**config.mk**
```make
export PLATFORM = sky130hd
export DESIGN_NAME = eeprom_bus_sequencer
export DESIGN_NICKNAME = d
export VERILOG_FILES = /design/src/rtl/eeprom_bus_sequencer.sv
export SDC_FILE = /design/constraint.sdc
export NUM_CORES = 1
export LEC_CHECK = 0
export CAP_MARGIN = 20
export CORE_MARGIN = 3
export CORE_UTILIZATION = 58
export CTS_CLUSTER_SIZE = 25
export DETAILED_ROUTE_END_ITERATION = 10
export GPL_TIMING_DRIVEN = 0
export PLACE_DENSITY = 0.79
export SKIP_CTS_REPAIR_TIMING = 1
export SLEW_MARGIN = 20
export SYNTH_ARGS = -nofsm -noshare
export SYNTH_HDL_FRONTEND = slang
export SYNTH_SLANG_ARGS = --single-unit
```
**constraint.sdc**
```tcl
create_clock -name clk -period 2.51 [get_ports clk]
set_clock_uncertainty 0.2 [all_clocks]
set_input_delay 0.3765 -clock clk [delete_from_list [all_inputs] [get_ports clk]]
set_output_delay 0.3765 -clock clk [all_outputs]
set_load 0.005 [all_outputs]
```
**src/rtl/eeprom_bus_sequencer.sv**
```systemverilog
// Owner of the shared cartridge EEPROM bus: arbitrates CoCo cartridge cycles against Arduino
// requests and times the een/wee strobes. Optional macro BANK0_WP_EN write-protects bank 0.
//
// state   | meaning
// IDLE    | bus parked, waiting for CoCo select or Arduino request
// COCO    | CoCo owns the bus, een low on the latched CoCo bank
// ASETUP  | Arduino granted, address/bank settling before strobe
// APULSE  | Arduino strobe low (een for read, wee for write)
// AHOLD   | strobes released, Arduino still owns the bus
// RECOVER | EEPROM write recovery, Arduino requests stall
// ABORT   | Arduino read aborted by CoCo, strobes off before CoCo takes the bus
module eeprom_bus_sequencer #(
  parameter int SETUP_CYC   = 2,
  parameter int PULSE_CYC   = 4,
  parameter int HOLD_CYC    = 2,
  parameter int RECOVER_CYC = 16,
  parameter int CNT_W       = 16
) (
  input  logic       clk,
  input  logic       reset,
  input  logic       c_power,
  input  logic       cts_n,
  input  logic [1:0] coco_bank,
  input  logic       ard_req,
  input  logic       ard_rw,
  input  logic [1:0] ard_bank,
  output logic       ard_gnt,
  output logic       ard_done,
  output logic       ard_err,
  output logic       c_busen,
  output logic       ard_busmaster,
  output logic       een,
  output logic       wee,
  output logic [1:0] bank,
  output logic       busy
);

  typedef enum logic [2:0] {
    IDLE    = 3'd0,
    COCO    = 3'd1,
    ASETUP  = 3'd2,
    APULSE  = 3'd3,
    AHOLD   = 3'd4,
    RECOVER = 3'd5,
    ABORT   = 3'd6
  } state_t;

  localparam logic [CNT_W-1:0] SETUP_LD   = CNT_W'(SETUP_CYC - 1);
  localparam logic [CNT_W-1:0] PULSE_LD   = CNT_W'(PULSE_CYC - 1);
  localparam logic [CNT_W-1:0] HOLD_LD    = CNT_W'(HOLD_CYC - 1);
  localparam logic [CNT_W-1:0] RECOVER_LD = CNT_W'(RECOVER_CYC - 1);

  state_t           state;
  logic [CNT_W-1:0] cnt;
  logic [CNT_W-1:0] rec_cnt;
  logic             rec_pend;
  logic             is_read;
  logic             cts_q1, cts_q2;
  logic             pwr_q1, pwr_q2;
  logic             cs;
  logic             wp_hit;

  always_ff @(posedge clk) begin
    if (reset) begin
      cts_q1 <= 1'b1;
      cts_q2 <= 1'b1;
      pwr_q1 <= 1'b0;
      pwr_q2 <= 1'b0;
    end else begin
      cts_q1 <= cts_n;
      cts_q2 <= cts_q1;
      pwr_q1 <= c_power;
      pwr_q2 <= pwr_q1;
    end
  end

  assign cs = ~cts_q2 & pwr_q2;

`ifdef BANK0_WP_EN
  assign wp_hit = (ard_bank == 2'b00);
`else
  assign wp_hit = 1'b0;
`endif

  assign ard_busmaster = ~ard_gnt;
  assign busy          = (state != IDLE);

  always_ff @(posedge clk) begin
    if (reset) begin
      state    <= IDLE;
      cnt      <= '0;
      rec_cnt  <= '0;
      rec_pend <= 1'b0;
      is_read  <= 1'b0;
      ard_gnt  <= 1'b0;
      ard_done <= 1'b0;
      ard_err  <= 1'b0;
      c_busen  <= 1'b0;
      een      <= 1'b1;
      wee      <= 1'b1;
      bank     <= 2'b00;
    end else begin
      ard_done <= 1'b0;
      ard_err  <= 1'b0;
      unique case (state)
        IDLE: begin
          c_busen <= ~pwr_q2;
          if (cs) begin
            state   <= COCO;
            bank    <= coco_bank;
            c_busen <= 1'b0;
            een     <= 1'b0;
          end else if (ard_req && !ard_rw && (pwr_q2 || wp_hit)) begin
            ard_err <= 1'b1;
          end else if (ard_req) begin
            state   <= ASETUP;
            ard_gnt <= 1'b1;
            c_busen <= 1'b1;
            bank    <= ard_bank;
            is_read <= ard_rw;
            cnt     <= SETUP_LD;
          end
        end
        COCO: begin
          if (!cs) begin
            een     <= 1'b1;
            c_busen <= ~pwr_q2;
            // A write recovery interrupted by the CoCo picks up where it left off
            if (rec_pend) begin
              state    <= RECOVER;
              cnt      <= rec_cnt;
              rec_pend <= 1'b0;
            end else begin
              state <= IDLE;
            end
          end
        end
        ASETUP: begin
          if (cs) begin
            state   <= ABORT;
            ard_gnt <= 1'b0;
            ard_err <= 1'b1;
            c_busen <= 1'b0;
            bank    <= coco_bank;
          end else if (cnt == '0) begin
            state <= APULSE;
            cnt   <= PULSE_LD;
            if (is_read) een <= 1'b0;
            else         wee <= 1'b0;
          end else begin
            cnt <= cnt - 1'b1;
          end
        end
        APULSE: begin
          if (cs && is_read) begin
            state   <= ABORT;
            ard_gnt <= 1'b0;
            ard_err <= 1'b1;
            een     <= 1'b1;
            wee     <= 1'b1;
            c_busen <= 1'b0;
            bank    <= coco_bank;
          end else if (cnt == '0) begin
            state <= AHOLD;
            een   <= 1'b1;
            wee   <= 1'b1;
            cnt   <= HOLD_LD;
          end else begin
            cnt <= cnt - 1'b1;
          end
        end
        AHOLD: begin
          if (cnt == '0) begin
            ard_done <= 1'b1;
            ard_gnt  <= 1'b0;
            c_busen  <= ~pwr_q2;
            if (is_read) begin
              state <= IDLE;
            end else begin
              state <= RECOVER;
              cnt   <= RECOVER_LD;
            end
          end else begin
            cnt <= cnt - 1'b1;
          end
        end
        RECOVER: begin
          c_busen <= ~pwr_q2;
          if (cs) begin
            state    <= COCO;
            bank     <= coco_bank;
            c_busen  <= 1'b0;
            een      <= 1'b0;
            rec_cnt  <= cnt;
            rec_pend <= 1'b1;
          end else if (cnt == '0) begin
            state <= IDLE;
          end else begin
            cnt <= cnt - 1'b1;
          end
        end
        ABORT: begin
          // Bank and ownership settled last clock; only now may een fall
          if (cs) begin
            state <= COCO;
            een   <= 1'b0;
          end else begin
            state   <= IDLE;
            c_busen <= ~pwr_q2;
          end
        end
        default: state <= IDLE;
      endcase
    end
  end

endmodule

```
Word level (Yosys, flattened, before mapping)
Cells that the tools add are included.

word-level totals
  flip-flop bits (word level) = 49
  output and inout bits = 10
  logic and storage cells = 152

operators by class
  add/subtract/negate cells = 1
  eq/ne operators = 31
  multiplexer cells = 69
  bitwise operators = 7
  reduce and logical (&&, ||, !) cells = 28

operators with widths
  kind                   number
  $mux 16                13
  $pmux 16 s6            1
  $mux 3                 13
  $ne 2x2->1 const B     17
  $mux 1                 29
  $pmux 3 s7             1
  $reduce_and 7->1       3
  $ne 3x3->1 const B     6
  $logic_not 16->1       1
  $sub 16x1->16 const B  1
  $reduce_and 5->1       3
  $reduce_bool 6->1      2
  $reduce_and 11->1      1
  $mux 2                 5
  $eq 3x3->1 const B     3
  $pmux 1 s4             2
  $reduce_bool 4->1      2
  $eq 3x2->1 const B     2
  $not 1->1              6
  $pmux 1 s6             1
  $pmux 2 s3             1
  $reduce_bool 3->1      2
  $reduce_or 2->1        3
  $ne 2x1->1 const B     2
  12 further kinds       16

Logic depth before layout (Yosys ltp)
  depth after elaboration = 6
  gate-level depth with buffers = 9
  depth with buffers taken out = 8

Least setup slack after synthesis
No wires, ideal clock.

  path type = register to register
  start = register cnt[0]
  end = register state[0]
  setup time = 0.074 ns
  arrival = 1.933 ns
  data required time = 2.236 ns
  path slack = 0.303 ns
  stages on the path, launching flop included = 10
  buffers on the path = 1
  period minus slack after synthesis = 2.207 ns
  cells stage by stage = dfxtp_1 inv_1 ha_1 nor3b_2 nand4_2 buf_6 o21a_1 a211o_1 a2111o_1 a31oi_1

on the way
  cells in the longest elaborated chain, start to end = 3
  elaborated cells on any way between the ends = 6
  classes of those cells = 4 x eq/ne; 2 x reduce/logical

ends and longest elaborated chain
  what                                                       RTL line  RTL
  start: declaration                                         54        logic [CNT_W-1:0] cnt;
  start signal: assignment                                   131       cnt <= rec_cnt;
  start signal: assignment                                   151       cnt <= cnt - 1'b1;
  start signal: assignment                                   169       cnt <= cnt - 1'b1;
  $logic_not 16->1 *                                         n/a
  $ne 3x3->1 (no line) / $ne 2x2->1 (equally long branches)  n/a
  $reduce_and 7->1 (no line) *                               n/a
  end signal: assignment                                     146       state <= APULSE;
  end signal: assignment                                     164       state <= AHOLD;
  end signal: assignment                                     197       state <= IDLE;
  end: declaration                                           53        state_t state;

Every way passes the cells marked *; elsewhere a longest branch is shown, timed or not.
A chain may end at the register's enable or synchronous reset.

Final worst setup path
  start = register cnt[10]
  end = register state[0]

The elaborated chain is that of the path after synthesis.

==> report_table.html <==
<table>
<tr><th>Metric</th><th>Value</th></tr>
<tr><th colspan="2">Synthesis</th></tr>
<tr><td>Mean cell area of the mapped netlist</td><td>~7.5 um2</td></tr>
<tr><td>Top cell types by occurrence after synthesis</td><td>nand2_1 (57), dfxtp_1 (49), a21oi_1 (40)</td></tr>
<tr><td>YS warnings</td><td>0</td></tr>
<tr><td>Leading cell type by number of instances after synthesis</td><td>nand2_1</td></tr>
<tr><td>Seq cells post-synth</td><td>between 40 and 50</td></tr>
<tr><td>EDFF count, synth</td><td>0</td></tr>
<tr><td>Post-synth top area share</td><td>0.360</td></tr>
<tr><td>Share of flip-flops with an asynchronous set or reset</td><td>0</td></tr>
<tr><td>Distinct cell type count after synthesis</td><td>between 50 and 60</td></tr>
<tr><td>Syn Std Cell Area</td><td>around 0.0027 mm2</td></tr>
<tr><td>Post-synthesis net count</td><td>374</td></tr>
<tr><td>Cell type with the highest aggregate area in the netlist</td><td>dfxtp_1</td></tr>
<tr><td>Prevailing post-synth register cell</td><td>dfxtp_1</td></tr>
<tr><td>Sequential-to-total area share from yosys stat</td><td>0.360</td></tr>
<tr><td>Most area-consuming cells after synthesis</td><td>dfxtp_1 (36%), nand2_1 (7.8%), a21oi_1 (7.3%)</td></tr>
<tr><td>Synthesized instance count</td><td>363</td></tr>
<tr><th colspan="2">Critical path</th></tr>
<tr><td>Category of the most critical setup path</td><td>flop to flop</td></tr>
<tr><td>End of the worst register-to-register path</td><td>state[0]$_SDFFE_PP0P_</td></tr>
<tr><td>Worst setup slack for register-to-register paths</td><td>roughly 0.09 ns</td></tr>
<tr><td>Crit Reg-Reg Startpoint</td><td>cnt[10]$_SDFFE_PP0P_</td></tr>
<tr><td>Setup crit start kind</td><td>flop</td></tr>
<tr><td>Kind of end point of the critical path</td><td>flop</td></tr>
<tr><td>Critical path cell sequence</td><td>nor4_4, nand4_4, buf_6, o21a_1, a211o_1, a2111o_1, a31oi_1</td></tr>
<tr><td>Endpoint required time on the critical path</td><td>around 2.5 ns</td></tr>
<tr><td>Worst R2R Path Depth</td><td>7</td></tr>
<tr><td>Setup crit start</td><td>cnt[10]$_SDFFE_PP0P_</td></tr>
<tr><td>Worst-path maximum fanout</td><td>5</td></tr>
<tr><td>Slowest stage cell on the critical path</td><td>nor4_4</td></tr>
<tr><td>Largest stage delay, worst path</td><td>around 0.5 ns</td></tr>
<tr><td>Critical path data arrival time</td><td>between 2 and 2.5 ns</td></tr>
<tr><th colspan="2">Floorplan</th></tr>
<tr><td>Area of the die</td><td>around 0.0056 mm2</td></tr>
<tr><td>Count of pins on the block boundary</td><td>20</td></tr>
<tr><td>Placeable core region</td><td>between 0.004 and 0.005 mm2</td></tr>
<tr><td>Starting density of the core</td><td>0.614</td></tr>
<tr><td>DIE WIDTH</td><td>74.6 um</td></tr>
<tr><td>Die H</td><td>~75 um</td></tr>
<tr><td>Cell row count</td><td>24</td></tr>
<tr><th colspan="2">Pwr</th></tr>
<tr><td>Net switching fraction of the power</td><td>0.424</td></tr>
<tr><td>Combinational share of power</td><td>0.553</td></tr>
<tr><td>Total power per unit cell area</td><td>1070 mW/mm2</td></tr>
<tr><td>Proportion of power drawn by the clock network</td><td>0.164</td></tr>
<tr><td>Cell-internal power</td><td>approximately 2.0 mW</td></tr>
<tr><td>Maximum vdd ir drop</td><td>approximately 630 uV</td></tr>
<tr><td>Net switching power of the design</td><td>1.45 mW</td></tr>
<tr><td>Share of power burned in registers</td><td>0.283</td></tr>
<tr><td>Total leakage power</td><td>1.12 nW</td></tr>
<tr><th colspan="2">GRT</th></tr>
<tr><td>Met1 track demand over resource</td><td>0.444</td></tr>
<tr><td>Total gr overflow</td><td>0</td></tr>
<tr><td>Total routing usage reported by global routing</td><td>0.288</td></tr>
<tr><td>Most Used Layer, Global Route</td><td>met1</td></tr>
<tr><td>Met3 capacity usage during global routing</td><td>0.0527</td></tr>
<tr><td>Maximum number of pins on one net before global-route repair</td><td>15</td></tr>
<tr><td>Initial antenna violation count</td><td>0</td></tr>
<tr><td>Global-route track usage on met2</td><td>0.407</td></tr>
<tr><td>Via count of the first global-routing pass</td><td>~2500</td></tr>
<tr><td>Global-route wire length before repair</td><td>between 10000 and 15000 um</td></tr>
<tr><th colspan="2">STA</th></tr>
<tr><td>Normalized max-slew margin</td><td>0.575</td></tr>
<tr><td>Least-Margin Pin Slew</td><td>approximately 0.64 ns</td></tr>
<tr><td>Peak clock frequency supported by timing</td><td>slightly above 0.4 GHz</td></tr>
<tr><td>Total count of max-transition violations in the final report</td><td>0</td></tr>
<tr><td>Unrepaired setup endpoints after global routing</td><td>false</td></tr>
<tr><td>Worst slack on hold paths</td><td>0.225 ns</td></tr>
<tr><td>Minimum period implied by the final worst setup slack</td><td>approximately 2.4 ns</td></tr>
<tr><td>Final-report hold violation count</td><td>0</td></tr>
<tr><td>Final worst path period share</td><td>0.964</td></tr>
<tr><td>Endpoints failing setup</td><td>0</td></tr>
<tr><th colspan="2">Drt</th></tr>
<tr><td>DR vias</td><td>roughly 2800</td></tr>
<tr><td>DR WL/cell</td><td>between 15 and 20 um</td></tr>
<tr><td>Final Routed Wirelength</td><td>about 7700 um</td></tr>
<tr><td>DRC Markers</td><td>0</td></tr>
<tr><td>Number of detailed-routing iterations run before antenna repair</td><td>5</td></tr>
<tr><td>Via-to-Cell Ratio</td><td>6.32</td></tr>
<tr><td>Remaining antenna violation count after routing</td><td>0</td></tr>
<tr><td>Iteration-0 DRC count of the detailed router</td><td>about 350</td></tr>
<tr><th colspan="2">Clocking</th></tr>
<tr><td>Number of levels in the clock H-tree</td><td>2</td></tr>
<tr><td>Clock transition at path regs</td><td>0.09 ns</td></tr>
<tr><td>CTS buffer count</td><td>5</td></tr>
<tr><td>Clk buf depth</td><td>2</td></tr>
<tr><td>TritonCTS clock tree</td><td>yes</td></tr>
<tr><td>Clock root buffer</td><td>clkbuf_8</td></tr>
<tr><td>Clock sink count</td><td>49</td></tr>
<tr><td>Insertion delay to the later sink of the worst-skew pair</td><td>0.31 ns</td></tr>
<tr><th colspan="2">Job</th></tr>
<tr><td>Number of max-capacitance violations reported</td><td>0</td></tr>
<tr><th colspan="2">Place</th></tr>
<tr><td>Global placement routability congestion</td><td>approximately 0.95</td></tr>
<tr><td>Cell area after placement</td><td>about 0.0030 mm2</td></tr>
<tr><td>DP HPWL</td><td>5240 um</td></tr>
<tr><td>Input/output buffers</td><td>19</td></tr>
<tr><th colspan="2">Cells and area</th></tr>
<tr><td>Multi-input gate area in the final layout</td><td>between 0.0015 and 0.002 mm2</td></tr>
<tr><td>Diode insertion count for antenna repair</td><td>0</td></tr>
<tr><td>Area delta synth-&gt;final</td><td>17.1%</td></tr>
<tr><td>Share of cells above drive strength 1</td><td>0.104</td></tr>
<tr><td>Sequential Area</td><td>982 um2</td></tr>
<tr><td>Post-layout net count</td><td>404</td></tr>
<tr><td>Final Instance Area</td><td>between 0.003 and 0.004 mm2</td></tr>
<tr><td>Final Core Density</td><td>0.719</td></tr>
<tr><td>Number of filler instances in the final layout</td><td>372</td></tr>
<tr><th colspan="2">Worst hold path</th></tr>
<tr><td>Min-Delay Path Class</td><td>flop to flop</td></tr>
<tr><td>Startpoint of the tightest hold check path</td><td>cts_q1$_SDFF_PP1_</td></tr>
<tr><td>Hold Path Depth</td><td>1</td></tr>
<tr><td>End point of the worst hold path</td><td>cts_q2$_SDFF_PP1_</td></tr>
<tr><th colspan="2">Run status</th></tr>
<tr><td>Result of the run</td><td>finished clean</td></tr>
</table>
## routing by layer
layer	part of all wire	up-vias
met5	0	-
met4	0.022	0
met3	0.075	22
met2	0.44	142
met1	0.46	1289
li1	-	1360
## cells by family after synthesis
logic type | Yosys count | synth area share
and+or+nand+nor | 156 | 0.288
AOI/OAI and AO/OA | 112 | 0.260
DFF | 49 | 0.360
buffers and inverters | 35 | 0.0528
muxes | 6 | 0.0225
xor gates and xnor gates | 4 | 0.0128
adders and majority gates | 1 | 0.00459
## per-stage QoR
stage	cells	TNS (ns)	power [mW]	worst slack, ns
after floorplan	363	0	2.16	0.303
final	445	0	3.41	0.0894
after detailed placement	434	-0.695	2.61	-0.0660
after global routing	445	0	3.62	0.00859
after CTS	441	-1.31	3.16	-0.111
after global placement	434	-0.266	2.59	-0.0406
## layout make-up
| class | instances | area share |
|---|---|---|
| Multi-Input combinational cell | 279 | 0.519 |
| Sequential cell | 49 | 0.307 |
| Timing Repair Buffer | 24 | 0.0713 |
| Buffer | 23 | 0.0364 |
| Clock buffer | 5 | 0.0215 |
| Tap cell | 52 | 0.0204 |
| Inverter | 11 | 0.0129 |
| Clock inverter | 2 | 0.0110 |
## how the worst max path moves through the flow
stage	depth (start not counted)	slack, ns	end
2_1_floorplan	9	0.30	state[0]$_SDFFE_PP0P_
3_3_place_gp	8	-0.04	cnt[15]$_SDFFE_PP0P_
3_5_place_dp	7	-0.07	rec_cnt[12]$_SDFFE_PP0P_
4_1_cts	7	-0.11	rec_cnt[12]$_SDFFE_PP0P_
5_1_grt	7	0.009	state[0]$_SDFFE_PP0P_
6_report	7	0.09	state[0]$_SDFFE_PP0P_
## state kept, by name (all words and copies together), names as in the netlist
name and cells:
ard_done 1, ard_err 1, ard_gnt 1, bank 2, c_busen 1, cnt 16
cts_q1 1, cts_q2 1, een 1, is_read 1, pwr_q1 1, pwr_q2 1
rec_cnt 16, rec_pend 1, state 3, wee 1
## power groups by stage
stage                     Clock [mW]  Combinational, mW  Sequential (mW)
after floorplan                    0               1.20            0.959
after global placement             0               1.61            0.973
after detailed placement           0               1.63            0.977
after CTS                      0.558               1.64            0.959
after global routing           0.599               2.04            0.981
final                          0.559               1.89            0.967
## critical path: cells and delay by family, from the launching register on
kind | cells | cell delay (ns)
flops | 1 | 0.38
simple gates | 2 | 0.68
buf+inv | 1 | 0.17
compound gates | 4 | 0.89
## cell usage in the layout, fill, tap and decap left out, types with 2 or more instances in the layout
master / count
a211o_1: 2
a211oi_1: 7
clkdlybuf4s50_1: 19
dfxtp_1: 48
a32oi_1: 2
xnor2_1: 4
nor4_4: 2
o32ai_1: 3
nand3_1: 8
buf_6: 2
or2_2: 2
a31oi_1: 7
a21oi_1: 40
nor2_1: 27
inv_2: 2
o31a_1: 2
nor3_1: 17
clkbuf_8: 5
and3b_1: 2
and2_1: 5
clkbuf_2: 9
o22ai_1: 7
nor2b_1: 9
clkbuf_1: 11
o21ai_0: 8
nand2_1: 57
inv_1: 9
nand2b_1: 8
nor4_1: 4
mux2i_1: 5
a2bb2oi_1: 2
buf_4: 5
o21ai_1: 14
or3_1: 5
a22oi_1: 5
Note: power is estimated with default switching activity, not from simulation.
